===== config.mk =====
export PLATFORM = sky130hd
export DESIGN_NAME = piso_serializer
export DESIGN_NICKNAME = d
export VERILOG_FILES = /design/src/rtl/piso_pkg.sv /design/src/rtl/piso_bit_counter.sv /design/src/rtl/piso_serializer.sv
export SDC_FILE = /design/constraint.sdc
export NUM_CORES = 1
export LEC_CHECK = 0
export ABC_AREA = 1
export ABC_CLOCK_PERIOD_IN_PS = 2600
export BUFFER_PORTS_ARGS = -buffer_cell sky130_fd_sc_hd__buf_2
export CAP_MARGIN = 20
export CELL_PAD_IN_SITES_DETAIL_PLACEMENT = 1
export CELL_PAD_IN_SITES_GLOBAL_PLACEMENT = 1
export CORE_UTILIZATION = 35
export CTS_BUF_LIST = sky130_fd_sc_hd__clkbuf_4 sky130_fd_sc_hd__clkbuf_8
export DETAILED_ROUTE_END_ITERATION = 16
export GPL_TIMING_DRIVEN = 0
export MAX_ROUTING_LAYER = met4
export PLACE_DENSITY = 0.74
export SYNTH_ARGS = -nofsm -noshare
export SYNTH_HDL_FRONTEND = slang
export SYNTH_SLANG_ARGS = --single-unit

===== constraint.sdc =====
create_clock -name clk -period 2.6 [get_ports clk]
set_clock_uncertainty 0.1 [all_clocks]
set_input_delay 0.39 -clock clk [delete_from_list [all_inputs] [get_ports clk]]
set_output_delay 0.39 -clock clk [all_outputs]
set_load 0.01 [all_outputs]

===== src/rtl/piso_pkg.sv =====
// Shared types and sizing for the piso_serializer transmitter.
package piso_pkg;

  typedef enum logic {
    IDLE  = 1'b0,
    SHIFT = 1'b1
  } state_e;

  localparam int unsigned DEF_WIDTH = 4;
  localparam int unsigned DEF_CNT_W = $clog2(DEF_WIDTH + 1);

  // Counter width able to hold every frame position, parity bit included.
  function automatic int unsigned cnt_width(input int unsigned width);
    return $clog2(width + 1);
  endfunction

endpackage


===== src/rtl/piso_bit_counter.sv =====
// Frame bit counter: tracks the position of the bit currently on the serial line.
module piso_bit_counter #(
  parameter int unsigned FRAME_LEN = 4,
  parameter int unsigned CNT_W     = 3
) (
  input  logic clk,
  input  logic rst_n,
  input  logic clr,
  input  logic en,
  output logic last_c,
  output logic penult_c
);

  logic [CNT_W-1:0] cnt_q, cnt_d;

  always_comb begin
    cnt_d = cnt_q;
    if (clr) begin
      cnt_d = '0;
    end else if (en) begin
      cnt_d = cnt_q + CNT_W'(1);
    end
  end

  always_ff @(posedge clk or negedge rst_n) begin
    if (!rst_n) begin
      cnt_q <= '0;
    end else begin
      cnt_q <= cnt_d;
    end
  end

  // penult_c lets the owner register DONE so it lands on the last bit.
  assign last_c   = (cnt_q == CNT_W'(FRAME_LEN - 1));
  assign penult_c = (cnt_q == CNT_W'(FRAME_LEN - 2));

endmodule


===== src/rtl/piso_serializer.sv =====
// Parallel-in serial-out transmitter with valid/ready load and gapless streaming.
// Define PISO_PARITY_EN to append an even-parity bit to every frame.
module piso_serializer
  import piso_pkg::*;
#(
  parameter int unsigned WIDTH     = DEF_WIDTH,
  parameter bit          LSB_FIRST = 1'b0
) (
  input  logic             clk,
  input  logic             rst_n,
  input  logic [WIDTH-1:0] pdata,
  input  logic             load,
  output logic             ready,
  output logic             sout,
  output logic             svalid,
  output logic             done
);

`ifdef PISO_PARITY_EN
  localparam int unsigned FRAME_LEN = WIDTH + 1;
`else
  localparam int unsigned FRAME_LEN = WIDTH;
`endif
  localparam int unsigned CNT_W = cnt_width(WIDTH);

  state_e           state_q, state_d;
  logic [WIDTH-1:0] shreg_q, shreg_d;
  logic             sout_q, sout_d;
  logic             svalid_q, svalid_d;
  logic             done_q, done_d;
  logic             cnt_clr, cnt_en, last_c, penult_c;
  logic             ready_c, accept_c;
  logic             load_bit_c, shift_bit_c, next_bit_c;
  logic [WIDTH-1:0] load_rest_c, shift_rest_c;

  piso_bit_counter #(
    .FRAME_LEN (FRAME_LEN),
    .CNT_W     (CNT_W)
  ) u_bit_counter (
    .clk      (clk),
    .rst_n    (rst_n),
    .clr      (cnt_clr),
    .en       (cnt_en),
    .last_c   (last_c),
    .penult_c (penult_c)
  );

  assign ready_c  = (state_q == IDLE) || ((state_q == SHIFT) && last_c);
  assign accept_c = load && ready_c;

  // Shift register holds only the bits not yet sent.
  always_comb begin
    if (LSB_FIRST) begin
      load_bit_c   = pdata[0];
      load_rest_c  = pdata >> 1;
      shift_bit_c  = shreg_q[0];
      shift_rest_c = shreg_q >> 1;
    end else begin
      load_bit_c   = pdata[WIDTH-1];
      load_rest_c  = pdata << 1;
      shift_bit_c  = shreg_q[WIDTH-1];
      shift_rest_c = shreg_q << 1;
    end
  end

`ifdef PISO_PARITY_EN
  logic parity_q, parity_d;

  assign parity_d = accept_c ? (^pdata) : parity_q;

  always_ff @(posedge clk or negedge rst_n) begin
    if (!rst_n) begin
      parity_q <= 1'b0;
    end else begin
      parity_q <= parity_d;
    end
  end

  // After the last data bit the parity bit goes out.
  assign next_bit_c = penult_c ? parity_q : shift_bit_c;
`else
  assign next_bit_c = shift_bit_c;
`endif

  always_comb begin
    state_d  = state_q;
    shreg_d  = shreg_q;
    sout_d   = sout_q;
    svalid_d = svalid_q;
    done_d   = 1'b0;
    cnt_clr  = 1'b0;
    cnt_en   = 1'b0;
    if (accept_c) begin
      state_d  = SHIFT;
      shreg_d  = load_rest_c;
      sout_d   = load_bit_c;
      svalid_d = 1'b1;
      cnt_clr  = 1'b1;
    end else if (state_q == SHIFT) begin
      if (last_c) begin
        state_d  = IDLE;
        shreg_d  = '0;
        sout_d   = 1'b0;
        svalid_d = 1'b0;
        cnt_clr  = 1'b1;
      end else begin
        shreg_d = shift_rest_c;
        sout_d  = next_bit_c;
        cnt_en  = 1'b1;
        done_d  = penult_c;
      end
    end
  end

  always_ff @(posedge clk or negedge rst_n) begin
    if (!rst_n) begin
      state_q  <= IDLE;
      shreg_q  <= '0;
      sout_q   <= 1'b0;
      svalid_q <= 1'b0;
      done_q   <= 1'b0;
    end else begin
      state_q  <= state_d;
      shreg_q  <= shreg_d;
      sout_q   <= sout_d;
      svalid_q <= svalid_d;
      done_q   <= done_d;
    end
  end

  assign ready  = ready_c;
  assign sout   = sout_q;
  assign svalid = svalid_q;
  assign done   = done_q;

endmodule


==> out/metrics.cfg <==
[route]
via_per_inst=4.58
routedWlPerCell_um=11.3
dr.pass1.iters=2
routed-via-count=385
drc=0
ant_nets=0
finalWirelength_um=953
drtIter0Drc=4

[critical_path]
cp_top_family=flip-flops
arrival_ns=1.54
cp-start-kind=register
worstSetupEndpointType=output port
cp_common_cell=ha_1
crit_type=reg -> out
critical_path.max_stage_delay_ns=0.41
path_buf_inv=3
crit_chain=ha_1 -> ha_1 -> inv_1 -> nand2_2 -> buf_6 -> buf_2
crit_fanout=10
cp_slowest_cell=dfrtp_1
worstPathRequired_ns=2.11

[place]
portBuffers=10
place_congestion=0.747
dp_hpwl_um=723
dp_cells=80

[clock_network]
cts_setup_buffers=0
cts_buffers=3
cts_root_buf=clkbuf_4
clkLatencyLatePin_ns=0.25
clock_path_buffers=2
clkTransAtPathRegs_ns=0.06
cts.htree.levels=1
cts-resized-gates=0
cts_tree=yes
clock_sinks=10

[floorplan]
die_h_um=39.1
pin_count=11
die_width_um=39.1
rows=12
core_um2=1190
die_area_um2=1520
start_util_pct=40.5

[power]
ir_drop_v=0.000587
powerDensity_nw_per_um2=1060
p_leak_uw=0.000323

[yosys]
synth_largest_area_cell=dfrtp_1
yosys.cell_count.top_type=nand2_1
synthArstFlopShare_pct=100
syn_area_um2=480
ys_top_cells_by_count=22 x nand2_1, 10 x dfrtp_1, 7 x inv_1, 7 x nand3_1, 3 x ha_1
synth-edff-count=0
synth_compound_area_share_pct=3.39
yosysSeqAreaShare_pct=52.1
syn_area_per_cell_um2=8.58
synth_top_area_share_pct=52.1
synth-simple-area-share_pct=28.9
synth.area.mux_share_pct=0
synth_flop_cell=dfrtp_1
syn-num-nets=66
synth_top_family_by_area=simple AND/OR/NAND/NOR gates
synthCells=56
ys_ff_latch=10
ys_top_cells_by_area=dfrtp_1 52%, nand2_1 17%, ha_1 7.8%, nand3_1 7.3%, inv_1 5.5%
synthXorXnorAreaFrac_pct=0
synthDistinctLibCells=11
yosys_warnings=0
synthAdderAreaFrac_pct=7.81

[final_layout]
drive_above_1_share_pct=22.9
seq_area_um2=250
finish.net_count=82
multi_input_area_um2=193
n_antenna_cell=0
final_cell_count_no_fill=84
area_delta_synth_final_pct=20.8
num-fill-cells=153

[sta]
slew_violations=0
hold_viol_final=0
fmax_mhz=492
tightestPinTransition_ns=0.219
rsz0062_at_grt=false
finalSetupViolations=0
timing.final.crit_share_pct=78.2
finalSetupTns_ns=0
fin_crit_ns=2.03
slew_headroom_pct=85.4

[global_routing]
gr-total-overflow=0
grt_pass1_wl_um=1750
first_global_vias=413
grt_max_degree=11
grtUsageTotal_pct=18.3
antenna_found_initial=0

[min_path]
min_path_type=in -> reg

[flow_run]
max_cap_violations=0

[status]
run_status=finished, final reports clean

[power by group]
group / switching [uW] / internal [uW] / total (uW)
Combinational: 150 / 109 / 259
Clock: 43.5 / 52.9 / 96.4
Sequential: 41.4 / 220 / 262
Total: 235 / 382 / 617
[cell families (layout without fill, tap and decap cells)]
| kind of cell | after synthesis | in the layout |
|---|---|---|
| compound gates | 3 | 3 |
| fa+ha+maj | 3 | 3 |
| buf+inv | 8 | 22 |
| simple gates | 32 | 32 |
| flops | 10 | 10 |
[cell usage in the layout (no fill, tap or decap)]
cell	instances
nand2_2	1
ha_1	3
nand2_1	22
o21ai_0	2
buf_6	1
inv_1	7
buf_2	10
clkbuf_4	3
dlygate4sd3_1	1
nor2_1	1
dfrtp_1	10
nor2_4	1
nand3_1	7
o22ai_1	1
[flip-flops by register name, summed over array words and instances (netlist names)]
name                 count
done                     1
shreg_q                  3
sout                     1
state_q                  1
svalid                   1
u_bit_counter.cnt_q      3
[timing repair]
action	in CTS	in global routing
hold endpoints to repair	10	0
setup endpoints to repair	0	0
hold buffers	1	0
[per-stage QoR]
step	setup WS (ns)	hold slack [ns]	utilization (%)	cell area [um2]	total power [uW]
CTS	0.548	0.259	48.9	581	630
finish	0.566	0.264	48.9	581	617
detailed placement	0.834	0.161	46.2	548	528
global route	0.470	0.274	48.9	581	687
floorplan	1.06	-0.00559	-	480	444
global placement	0.841	0.159	46.2	548	521
[metal layers]
| layer | global-route usage, % | wire length [um] |
|---|---|---|
| met1 | 19.6 | 463 |
| met2 | 30.0 | 444 |
| met3 | 8.67 | 46 |
| met4 | 5.17 | 0 |
| met5 | - | 0 |
[worst min-delay path: stages]
cell and delay [ns]:
buf_2 0.08, nand3_1 0.06, nand2_1 0.05
[layout make-up]
class                           instances  share of cell area [%]
Sequential cell                        10                    43.1
Multi-Input combinational cell         38                    33.2
Timing Repair Buffer                   11                    10.3
Inverter                                7                    4.53
Clock buffer                            3                    3.88
Tap cell                               14                    3.02
Buffer                                  1                    1.94
[worst paths after layout]
kind / startpoint / end / slack [ns] / cells after the start
worst max-delay path: u_bit_counter.cnt_q[0] / ready / 0.57 / 6
worst min-delay path: pdata[0] / shreg_q[1] / 0.26 / 3
worst max register to register: u_bit_counter.cnt_q[0] / sout / 1.04 / 8
worst min register to register: shreg_q[3] / shreg_q[3] / 0.38 / 2
max in group asynchronous: rst_n / shreg_q[1] / 1.79 / 2
min in group asynchronous: rst_n / done / 0.43 / 2
Note: power is estimated with default switching activity, not from simulation.
